## src/rtl/v_pipe_update_fwd.sv

```systemverilog
`default_nettype none
// ============================================================================
// Module   : v_pipe_update_fwd
// Purpose  : Level-0 (best entry) list update pipeline. Each accepted update
//            does a read-modify-write of the per-product best state held in an
//            external state RAM. Writes still in flight are forwarded to the
//            modify stage, so same-product updates on consecutive cycles are
//            applied in arrival order. A level-0 notify is raised whenever a
//            product's best entry changes. After reset, an init sweep
//            invalidates every state entry before updates are accepted.
// Ports    : clk, rst (sync, active-high)
//            i_upd_*            update input, one per cycle, no backpressure
//            i_state_rdata      RAM read data {vld,key,size}, one cycle after ren
//            o_state_ren/raddr  RAM read port (combinational from stage 1)
//            o_state_*_r        RAM write port (registered)
//            o_lv0_*_r          level-0 change notify
//            o_sN_upd_*_r       per-stage occupancy, N = 1..4
//            o_init_done_r      init sweep complete
// Options  : define V_PIPE_UPDATE_FWD_STATS_EN to add o_stat_upd_cnt_r and
//            o_stat_ntf_cnt_r (update and notify counters).
// Revision : 1.0 - initial release
// ============================================================================
module v_pipe_update_fwd #(
  parameter int ID_W       = 4,
  parameter int KEY_W      = 16,
  parameter int SIZE_W     = 16,
  parameter int KEY_ASCEND = 0
) (
  input  logic                       clk,
  input  logic                       rst,
  input  logic                       i_upd_vld,
  input  logic [ID_W-1:0]            i_upd_prod_id,
  input  logic [1:0]                 i_upd_cmd,
  input  logic [KEY_W-1:0]           i_upd_key,
  input  logic [SIZE_W-1:0]          i_upd_size,
  input  logic [KEY_W+SIZE_W:0]      i_state_rdata,
  output logic                       o_state_ren,
  output logic [ID_W-1:0]            o_state_raddr,
  output logic                       o_state_wen_r,
  output logic [ID_W-1:0]            o_state_waddr_r,
  output logic [KEY_W+SIZE_W:0]      o_state_wdata_r,
  output logic                       o_lv0_vld_r,
  output logic [ID_W-1:0]            o_lv0_prod_id_r,
  output logic [KEY_W-1:0]           o_lv0_key_r,
  output logic [SIZE_W-1:0]          o_lv0_size_r,
  output logic                       o_s1_upd_vld_r,
  output logic [ID_W-1:0]            o_s1_upd_prod_id_r,
  output logic                       o_s2_upd_vld_r,
  output logic [ID_W-1:0]            o_s2_upd_prod_id_r,
  output logic                       o_s3_upd_vld_r,
  output logic [ID_W-1:0]            o_s3_upd_prod_id_r,
  output logic                       o_s4_upd_vld_r,
  output logic [ID_W-1:0]            o_s4_upd_prod_id_r,
`ifdef V_PIPE_UPDATE_FWD_STATS_EN
  output logic [31:0]                o_stat_upd_cnt_r,
  output logic [31:0]                o_stat_ntf_cnt_r,
`endif
  output logic                       o_init_done_r
);

  localparam int ST_W = 1 + KEY_W + SIZE_W;
  localparam logic [1:0] CMD_CLR = 2'd0;
  localparam logic [1:0] CMD_ADD = 2'd1;
  localparam logic [1:0] CMD_DEL = 2'd2;
  localparam logic [ID_W-1:0] ID_ONE = {{(ID_W-1){1'b0}}, 1'b1};

  typedef enum logic [0:0] {
    ST_INIT = 1'b0,
    ST_RUN  = 1'b1
  } state_t;

  state_t            state;
  logic [ID_W-1:0]   init_addr;

  logic [1:0]        s1_cmd, s2_cmd;
  logic [KEY_W-1:0]  s1_key, s2_key;
  logic [SIZE_W-1:0] s1_size, s2_size;
  logic [ST_W-1:0]   s4_wdata;

  logic [ST_W-1:0]   old_state, next_state;
  logic              old_v;
  logic [KEY_W-1:0]  old_k;
  logic [SIZE_W-1:0] old_s;
  logic [SIZE_W:0]   size_sum;
  logic [SIZE_W-1:0] size_sat;
  logic              key_better, key_eq, changed;

  assign o_state_ren   = o_s1_upd_vld_r;
  assign o_state_raddr = o_s1_upd_prod_id_r;

  // The RAM read for the update in S2 was issued before the S3 write (and,
  // with read-old, the S4 write) committed, so those writes must override it.
  // S3 is the younger of the two and wins.
  always_comb begin
    old_state = i_state_rdata;
    if (o_s3_upd_vld_r && (o_s3_upd_prod_id_r == o_s2_upd_prod_id_r)) begin
      old_state = o_state_wdata_r;
    end else if (o_s4_upd_vld_r && (o_s4_upd_prod_id_r == o_s2_upd_prod_id_r)) begin
      old_state = s4_wdata;
    end
  end

  assign {old_v, old_k, old_s} = old_state;
  assign key_eq   = (s2_key == old_k);
  assign size_sum = {1'b0, old_s} + {1'b0, s2_size};
  assign size_sat = size_sum[SIZE_W] ? {SIZE_W{1'b1}} : size_sum[SIZE_W-1:0];

  generate
    if (KEY_ASCEND != 0) begin : g_ask_side
      assign key_better = (s2_key < old_k);
    end else begin : g_bid_side
      assign key_better = (s2_key > old_k);
    end
  endgenerate

  always_comb begin
    next_state = old_state;
    case (s2_cmd)
      CMD_CLR: next_state = '0;
      CMD_ADD: begin
        if (!old_v || key_better) begin
          next_state = {1'b1, s2_key, s2_size};
        end else if (key_eq) begin
          next_state = {1'b1, old_k, size_sat};
        end
      end
      CMD_DEL: begin
        if (old_v && key_eq) begin
          if (s2_size >= old_s) next_state = '0;
          else                  next_state = {1'b1, old_k, old_s - s2_size};
        end
      end
      default: next_state = {1'b1, s2_key, s2_size};  // REP
    endcase
  end

  assign changed = (next_state != old_state);

  always_ff @(posedge clk) begin
    if (rst) begin
      state              <= ST_INIT;
      init_addr          <= '0;
      o_init_done_r      <= 1'b0;
      o_state_wen_r      <= 1'b0;
      o_state_waddr_r    <= '0;
      o_state_wdata_r    <= '0;
      o_lv0_vld_r        <= 1'b0;
      o_lv0_prod_id_r    <= '0;
      o_lv0_key_r        <= '0;
      o_lv0_size_r       <= '0;
      o_s1_upd_vld_r     <= 1'b0;
      o_s1_upd_prod_id_r <= '0;
      o_s2_upd_vld_r     <= 1'b0;
      o_s2_upd_prod_id_r <= '0;
      o_s3_upd_vld_r     <= 1'b0;
      o_s3_upd_prod_id_r <= '0;
      o_s4_upd_vld_r     <= 1'b0;
      o_s4_upd_prod_id_r <= '0;
      s1_cmd             <= '0;
      s1_key             <= '0;
      s1_size            <= '0;
      s2_cmd             <= '0;
      s2_key             <= '0;
      s2_size            <= '0;
      s4_wdata           <= '0;
    end else begin
      // Stage advance; updates are only admitted once the sweep is done.
      o_s1_upd_vld_r     <= i_upd_vld && o_init_done_r;
      o_s1_upd_prod_id_r <= i_upd_prod_id;
      s1_cmd             <= i_upd_cmd;
      s1_key             <= i_upd_key;
      s1_size            <= i_upd_size;
      o_s2_upd_vld_r     <= o_s1_upd_vld_r;
      o_s2_upd_prod_id_r <= o_s1_upd_prod_id_r;
      s2_cmd             <= s1_cmd;
      s2_key             <= s1_key;
      s2_size            <= s1_size;
      o_s3_upd_vld_r     <= o_s2_upd_vld_r;
      o_s3_upd_prod_id_r <= o_s2_upd_prod_id_r;
      o_s4_upd_vld_r     <= o_s3_upd_vld_r;
      o_s4_upd_prod_id_r <= o_s3_upd_prod_id_r;
      s4_wdata           <= o_state_wdata_r;

      // Notify fields hold their last value between pulses.
      o_lv0_vld_r <= o_s2_upd_vld_r && changed;
      if (o_s2_upd_vld_r && changed) begin
        o_lv0_prod_id_r <= o_s2_upd_prod_id_r;
        o_lv0_key_r     <= next_state[ST_W-1] ? next_state[KEY_W+SIZE_W-1:SIZE_W] : '0;
        o_lv0_size_r    <= next_state[ST_W-1] ? next_state[SIZE_W-1:0] : '0;
      end

      case (state)
        ST_INIT: begin
          o_state_wen_r   <= 1'b1;
          o_state_waddr_r <= init_addr;
          o_state_wdata_r <= '0;
          init_addr       <= init_addr + ID_ONE;
          if (init_addr == {ID_W{1'b1}}) state <= ST_RUN;
        end
        ST_RUN: begin
          o_init_done_r   <= 1'b1;
          o_state_wen_r   <= o_s2_upd_vld_r;
          o_state_waddr_r <= o_s2_upd_prod_id_r;
          o_state_wdata_r <= next_state;
        end
        default: state <= ST_INIT;
      endcase
    end
  end

`ifdef V_PIPE_UPDATE_FWD_STATS_EN
  always_ff @(posedge clk) begin
    if (rst) begin
      o_stat_upd_cnt_r <= '0;
      o_stat_ntf_cnt_r <= '0;
    end else begin
      if (i_upd_vld && o_init_done_r) o_stat_upd_cnt_r <= o_stat_upd_cnt_r + 32'd1;
      if (o_lv0_vld_r)                o_stat_ntf_cnt_r <= o_stat_ntf_cnt_r + 32'd1;
    end
  end
`endif

endmodule
`default_nettype wire

```

## config.mk

```make
export PLATFORM = sky130hd
export DESIGN_NAME = v_pipe_update_fwd
export DESIGN_NICKNAME = d
export VERILOG_FILES = /design/src/rtl/v_pipe_update_fwd.sv
export SDC_FILE = /design/constraint.sdc
export NUM_CORES = 1
export LEC_CHECK = 0
export CAP_MARGIN = 20
export CORE_MARGIN = 4
export CORE_UTILIZATION = 55
export CTS_CLUSTER_DIAMETER = 200
export DETAILED_ROUTE_END_ITERATION = 7
export PLACE_DENSITY_LB_ADDON = 0.1
export SYNTH_ARGS = -nofsm -noshare
export SYNTH_HDL_FRONTEND = slang
export SYNTH_SLANG_ARGS = --single-unit
export TNS_END_PERCENT = 30
```

## constraint.sdc

```tcl
create_clock -name clk -period 7.1 [get_ports clk]
set_input_delay 1.775 -clock clk [delete_from_list [all_inputs] [get_ports clk]]
set_output_delay 1.775 -clock clk [all_outputs]
set_load 0.05 [all_outputs]
```

After elaboration in Yosys (flattened, before gate mapping)

Index checks and enable logic that the tools add are counted.
Widths: inputs -> output; s select.

Logic and storage cells: 61
Input port bits: 74
Output and inout bits: 101
Register bits after elaboration: 202

Magnitude comparators: 2
Bitwise logic cells: 1
Eq/ne operators: 7
Add/sub/neg operators: 3
Reductions and logical operators: 8
Multiplexer cells: 15

Operators by type and width:

| operator            | count |
|---|---|
| $mux 33             | 6 |
| $pmux 33 s3         | 1 |
| $pmux 33 s2         | 1 |
| $mux 16             | 3 |
| $ne 33x33->1        | 1 |
| $add 16x16->17      | 1 |
| $eq 16x16->1        | 1 |
| $ge 16x16->1        | 1 |
| $gt 16x16->1        | 1 |
| $sub 16x16->16      | 1 |
| $eq 4x4->1          | 2 |
| $pmux 4 s2          | 1 |
| $logic_and 1x1->1   | 5 |
| $add 4x1->4 const B | 1 |
| $eq 4x4->1 const B  | 1 |
| $eq 2x1->1 const B  | 1 |
| $eq 2x2->1 const B  | 1 |
| $logic_not 2->1     | 1 |
| $mux 1              | 2 |
| $pmux 1 s2          | 1 |
| $logic_not 1->1     | 1 |
| $logic_or 1x1->1    | 1 |
| $not 1->1           | 1 |

Logic depth before layout (Yosys ltp)

Depth in word-level cells: 11
Gate-level depth with buffers: 25
Mapped depth without buffers: 20

Least setup slack after synthesis

No wires, ideal clock.

Path type: input to register
Start point: input i_state_rdata[0]
End point: register o_lv0_key_r[0]
Setup time: 0.142 ns
Data required time: 6.958 ns
Buffers on the path: 2
Data arrival time: 6.448 ns
Slack: 0.510 ns
Cell stages on the path: 21
Cell sequence: inv_1 a21oi_1 o31ai_2 inv_1 ha_1 inv_1 fa_1 o21bai_1 a211oi_1 a211oi_2 nor3_2 buf_4 a21oi_1 o211a_1 or4_1 or4_1 or4_4 nor4_4 a41o_2 buf_6 o32ai_2

Longest elaborated chain between the ends: 9
Elaborated cells on any way between the ends: 14
Classes of those cells: add/sub (2); order compare (1); eq/ne (1); mux (9); reduce/logical (1)

Ends and longest elaborated chain:

| what                 | RTL line | RTL |
|---|---|---|
| from (decl)          | 36       | `input logic [KEY_W+SIZE_W:0] i_state_rdata,` |
| $mux 33 *            | 98       | `end else if (o_s4_upd_vld_r && (o_s4_upd_prod_id_r == o_s2_upd_prod_id_r)) begin` |
| $mux 33 *            | 96       | `if (o_s3_upd_vld_r && (o_s3_upd_prod_id_r == o_s2_upd_prod_id_r)) begin` |
| $add 16x16->17       | 105      | `assign size_sum = {1'b0, old_s} + {1'b0, s2_size};` |
| $mux 16              | 106      | `assign size_sat = size_sum[SIZE_W] ? {SIZE_W{1'b1}} : size_sum[SIZE_W-1:0];` |
| $mux 33              | 123      | `end else if (key_eq) begin` |
| $mux 33              | 121      | `if (!old_v \|\| key_better) begin` |
| $pmux 33 s3          | 118      | `case (s2_cmd)` |
| $ne 33x33->1         | 137      | `assign changed = (next_state != old_state);` |
| $logic_and 1x1->1    | 186      | `if (o_s2_upd_vld_r && changed) begin` |
| to (signal assigned) | 188      | `o_lv0_key_r <= next_state[ST_W-1] ? next_state[KEY_W+SIZE_W-1:SIZE_W] : '0;` |
| to (decl)            | 44       | `output logic [KEY_W-1:0] o_lv0_key_r,` |

Every way passes the cells marked *; elsewhere a longest branch is shown, timed or not.
A chain may end at the register's enable or synchronous reset.

Final worst setup path

Start point: input i_state_rdata[0]
End point: register o_lv0_size_r[9]

Longest elaborated chain between the ends: 9
Elaborated cells on any way between the ends: 14
Classes of those cells: add/sub (2); order compare (1); eq/ne (1); mux (9); reduce/logical (1)

Ends and longest elaborated chain:

| what                 | RTL line | RTL |
|---|---|---|
| $mux 33 *            | 98       |  |
| $mux 33 *            | 96       |  |
| $add 16x16->17       | 105      |  |
| $mux 16              | 106      |  |
| $mux 33              | 123      |  |
| $mux 33              | 121      |  |
| $pmux 33 s3          | 118      |  |
| $ne 33x33->1         | 137      |  |
| $logic_and 1x1->1    | 186      |  |
| to (signal assigned) | 189      | `o_lv0_size_r <= next_state[ST_W-1] ? next_state[SIZE_W-1:0] : '0;` |
| to (decl)            | 45       | `output logic [SIZE_W-1:0] o_lv0_size_r,` |

Marked as above.

==> summary.md <==
- crit path max fanout: 24
- Iteration-0 DRC Markers: 1125
- clock transition time at the flip-flop clock pins of the worst setup and hold paths: 60 ps
- number of instances in the synthesized netlist: 1361
- proportion of power drawn by combinational gates: 18.6%
- area fraction in compound gates after synthesis: 24.5%
- TritonCTS clock tree: done
- total die area: 0.0233 mm^2
- Flop pwr share: 40.8%
- multiplexer share of the synthesized area: 1.37%
- floorplan die height: 153 um
- Area growth syn-to-layout: 31.1%
- result of the run: complete, no violations
- worst-case setup margin in the final layout: 288 ps
- critical path class: primary input to flip-flop
- worst reg-to-reg path cell count: 21
- class of the tightest hold or removal check: flip-flop to flip-flop
- drt total wl: 44100 um
- top flip-flop cell by instance count after synthesis: sky130_fd_sc_hd__dfxtp_1
- horizontal extent of the die: 153 um
- number of buffers added by the clock tree synthesis step: 22
- Avg Cell Area, Syn: 8.44 um^2
- total gr overflow: 0
- remaining number of nets flagged by the antenna check after routing: 0
- starting utilization of the core area: 56.4%
- Worst IR Drop VDD: 0.000203 V
- H-tree depth: 1
- Power Density: 193 mW/mm^2
- CP arrival: 7190 ps
- Final Cell Area: 0.0151 mm^2
- net switching fraction of the power: 28.5%
- Hold Path Depth: 1
- CTS Sinks: 202
- number of buffers inserted to repair setup after CTS: 0
- total number of vias: 11.9k
- Root Buffer: sky130_fd_sc_hd__clkbuf_16
- area of the mapped netlist: 0.0115 mm^2
- vias in the first global route: 12.0k
- switching component of the power: 0.825 mW
- syn nets: 1485
- count of final max-slew check failures: 0
- portion of the post-synthesis area used by sequential elements: 35.2%
- clock share of power: 40.6%
- leak pwr: 5.77 nW
- clk_skew: 15.7 ps
- final worst path period share: 95.9%
- final weighted congestion in routability-driven placement: 1.07
- number of antenna violations at the first check in global routing: 1
- first-pass GRT wire length: 68200 um
- Int Power: 2.07 mW
- unrepaired setup endpoints after global routing: no
- hold bufs inserted after CTS: 0
- Setup WS pre-CTS: -173 ps
- buffers added on ports: 174
- main combinational cell family by area after synthesis: compound AO/OA/AOI/OAI gates
- remaining max-slew budget at the tightest pin: 45.7%
- count of nets after finishing: 1741
- number of top-level design ports: 175
- fraction of final layout cells with drive strength greater than 1: 15.0%
- setup tns final: 0 ps
- number of gates resized after CTS: 0
- instance area at placement: 0.0143 mm^2
- placement row count: 52
- count of unresolved DRC violations after routing: 0
- wire per inst: 23.2 um
- number of distinct library cells after synthesis: 88
- simple-gate portion of the synthesized area: 24.3%
- max frequency: 147 MHz
- Async S/R FF share, synth: 0%
- largest net degree at the start of global routing: 87
- Max Root-Sink Buffers: 3
- transition time of the tightest slew-check pin: 815 ps
- Required @ worst endpoint: 7470 ps
- clock network latency to the later pin of the worst-skew pair: 520 ps
- number of failing setup endpoints in the final timing report: 0
- Synth Area in Adders: 5.58%
- critical path startpoint category: primary input
- area share of xor/xnor cells in the synthesized design: 3.43%
- count of yosys warnings during synthesis: 0
- final-layout fill cell count: 1474
- Core Footprint: 0.0204 mm^2
- DP HPWL: 33400 um
- number of synthesized register bits: 202
- antenna fix cells: 0
- Crit. End Element: flip-flop
- overall track demand over capacity in global routing: 36.3%
- hold violation total from the final report: 0
- Post-synth EDFFs: 0
- Vias/cell: 6.24
- Pre-antenna DRT Iters: 6
- number of violations of the max-capacitance limit: 0
- clock period minus final worst setup slack: 6810 ps
==> worst max-delay path: stages <==
cell,delay [ps]
sky130_fd_sc_hd__clkdlybuf4s50_1,400
sky130_fd_sc_hd__inv_1,90
sky130_fd_sc_hd__a21oi_1,80
sky130_fd_sc_hd__o31ai_2,320
sky130_fd_sc_hd__inv_1,110
sky130_fd_sc_hd__ha_1,200
sky130_fd_sc_hd__inv_1,70
sky130_fd_sc_hd__fa_1,190
sky130_fd_sc_hd__o21bai_1,110
sky130_fd_sc_hd__a211oi_1,500
sky130_fd_sc_hd__buf_4,220
sky130_fd_sc_hd__a21oi_1,100
sky130_fd_sc_hd__xnor2_1,230
sky130_fd_sc_hd__o2111ai_1,130
sky130_fd_sc_hd__nand4_1,120
sky130_fd_sc_hd__or4_1,530
sky130_fd_sc_hd__or4_1,430
sky130_fd_sc_hd__or4_4,540
sky130_fd_sc_hd__nor4_4,400
sky130_fd_sc_hd__a41o_2,310
sky130_fd_sc_hd__buf_12,200
sky130_fd_sc_hd__o32ai_1,110
==> worst paths after layout <==
path	startpoint	slack, ps	to
max	i_state_rdata[0]	290	o_lv0_size_r[9]
max reg2reg	o_s2_upd_prod_id_r[1]	340	o_lv0_size_r[9]
min	s1_size[8]	430	s2_size[8]
min reg2reg	s1_size[8]	430	s2_size[8]
==> flip-flops by register name (all words and copies together), names as in the netlist, 16 cells and up <==
name and cells:
o_state_wdata_r 33, s1_key 16, o_lv0_size_r 16, s4_wdata 33, s2_key 16, s2_size 16
s1_size 16, o_lv0_key_r 16
==> synth_stat cells, types with 7 or more instances <==
cell type / n / share of area, %
sky130_fd_sc_hd__nor2b_1: 131 / 7.1
sky130_fd_sc_hd__xor2_1: 11 / 0.84
sky130_fd_sc_hd__mux2i_1: 9 / 0.78
sky130_fd_sc_hd__nor2_1: 101 / 3.3
sky130_fd_sc_hd__o31ai_1: 17 / 1.1
sky130_fd_sc_hd__nand4_1: 10 / 0.54
sky130_fd_sc_hd__inv_1: 54 / 1.8
sky130_fd_sc_hd__o21ai_0: 60 / 2.6
sky130_fd_sc_hd__buf_4: 10 / 0.65
sky130_fd_sc_hd__nand3_1: 37 / 1.6
sky130_fd_sc_hd__o32ai_2: 27 / 3.8
sky130_fd_sc_hd__nand2b_1: 44 / 2.4
sky130_fd_sc_hd__ha_1: 48 / 5.2
sky130_fd_sc_hd__o211ai_1: 11 / 0.72
sky130_fd_sc_hd__o21a_1: 7 / 0.46
sky130_fd_sc_hd__nor4_1: 8 / 0.44
sky130_fd_sc_hd__nand2_1: 91 / 3.0
sky130_fd_sc_hd__a21boi_1: 7 / 0.46
sky130_fd_sc_hd__or3_1: 12 / 0.65
sky130_fd_sc_hd__buf_2: 14 / 0.61
sky130_fd_sc_hd__dfxtp_1: 202 / 35
sky130_fd_sc_hd__a21oi_1: 87 / 3.8
sky130_fd_sc_hd__xnor2_1: 34 / 2.6
sky130_fd_sc_hd__a22oi_1: 18 / 1.2
sky130_fd_sc_hd__a31oi_1: 28 / 1.5
sky130_fd_sc_hd__clkbuf_1: 62 / 2.0
sky130_fd_sc_hd__nor3_1: 35 / 1.5
sky130_fd_sc_hd__a211oi_1: 15 / 0.98
sky130_fd_sc_hd__and3_1: 17 / 0.93
==> cell families (layout without fill, tap and decap cells) <==
family / count (synthesis) / in the layout
muxes: 15 / 15
xor gates and xnor gates: 45 / 45
and+or+nand+nor: 524 / 524
AOI/OAI and AO/OA: 374 / 374
buffers and inverters: 151 / 420
adders and majority gates: 50 / 50
DFF: 202 / 202
==> placed cells by master, fill, tap and decap left out, types with 7 or more instances in the layout <==
cell type                         synthesis  final
sky130_fd_sc_hd__buf_4                   10    150
sky130_fd_sc_hd__and3_1                  17     17
sky130_fd_sc_hd__or3_1                   12     12
sky130_fd_sc_hd__o21ai_0                 60     60
sky130_fd_sc_hd__nor2_1                 101    101
sky130_fd_sc_hd__xnor2_1                 34     34
sky130_fd_sc_hd__clkdlybuf4s50_1          0    173
sky130_fd_sc_hd__nor2b_1                131    131
sky130_fd_sc_hd__a22oi_1                 18     18
sky130_fd_sc_hd__a31oi_1                 28     28
sky130_fd_sc_hd__a21boi_1                 7      7
sky130_fd_sc_hd__o32ai_2                 27     27
sky130_fd_sc_hd__nand2_1                 91     91
sky130_fd_sc_hd__o31ai_1                 17     17
sky130_fd_sc_hd__o211ai_1                11     11
sky130_fd_sc_hd__nand4_1                 10     10
sky130_fd_sc_hd__inv_1                   54     54
sky130_fd_sc_hd__nor3_1                  35     35
sky130_fd_sc_hd__ha_1                    48     48
sky130_fd_sc_hd__a21oi_1                 87     87
sky130_fd_sc_hd__nand2b_1                44     44
sky130_fd_sc_hd__o21a_1                   7      7
sky130_fd_sc_hd__mux2i_1                  9      9
sky130_fd_sc_hd__nor4_1                   8      8
sky130_fd_sc_hd__a211oi_1                15     15
sky130_fd_sc_hd__clkbuf_16                0     22
sky130_fd_sc_hd__nand3_1                 37     37
sky130_fd_sc_hd__xor2_1                  11     11
sky130_fd_sc_hd__dfxtp_1                202    202
==> final cells by class <==
type	count	area (um^2)	share of cell area, %
multi-input combinational	1008	6800	45.2
sequential	202	4040	26.9
timing repair buffer	326	2920	19.4
clock buffer	25	572	3.80
tap	270	338	2.24
inverter	57	214	1.42
clock inverter	12	173	1.15
==> layer usage <==
metal | GRT usage, % | wire [um] | vias to the layer above
li1 | - | - | 5374
met1 | 43.3 | 16000 | 5571
met2 | 62.2 | 21100 | 743
met3 | 5.96 | 4080 | 175
met4 | 20.3 | 2970 | 2
met5 | 0 | 15 | -
==> stage by stage <==
stage	std cells	hold slack, ps	util (%)	power (mW)
after global routing	1900	456	73.9	2.99
final	1900	432	73.9	2.90
after CTS	1900	437	73.9	2.90
after detailed placement	1863	421	70.3	1.73
after floorplan	1361	414	-	1.50
after global placement	1863	419	70.3	1.72
==> power groups by stage <==
stage | registers, mW | logic (mW) | clock network [mW]
floorplan | 1.21 | 0.286 | 0
global placement | 1.20 | 0.517 | 0
detailed placement | 1.20 | 0.521 | 0
CTS | 1.18 | 0.527 | 1.19
global route | 1.18 | 0.574 | 1.24
finish | 1.18 | 0.539 | 1.18
(Power assumes the default switching activity.)
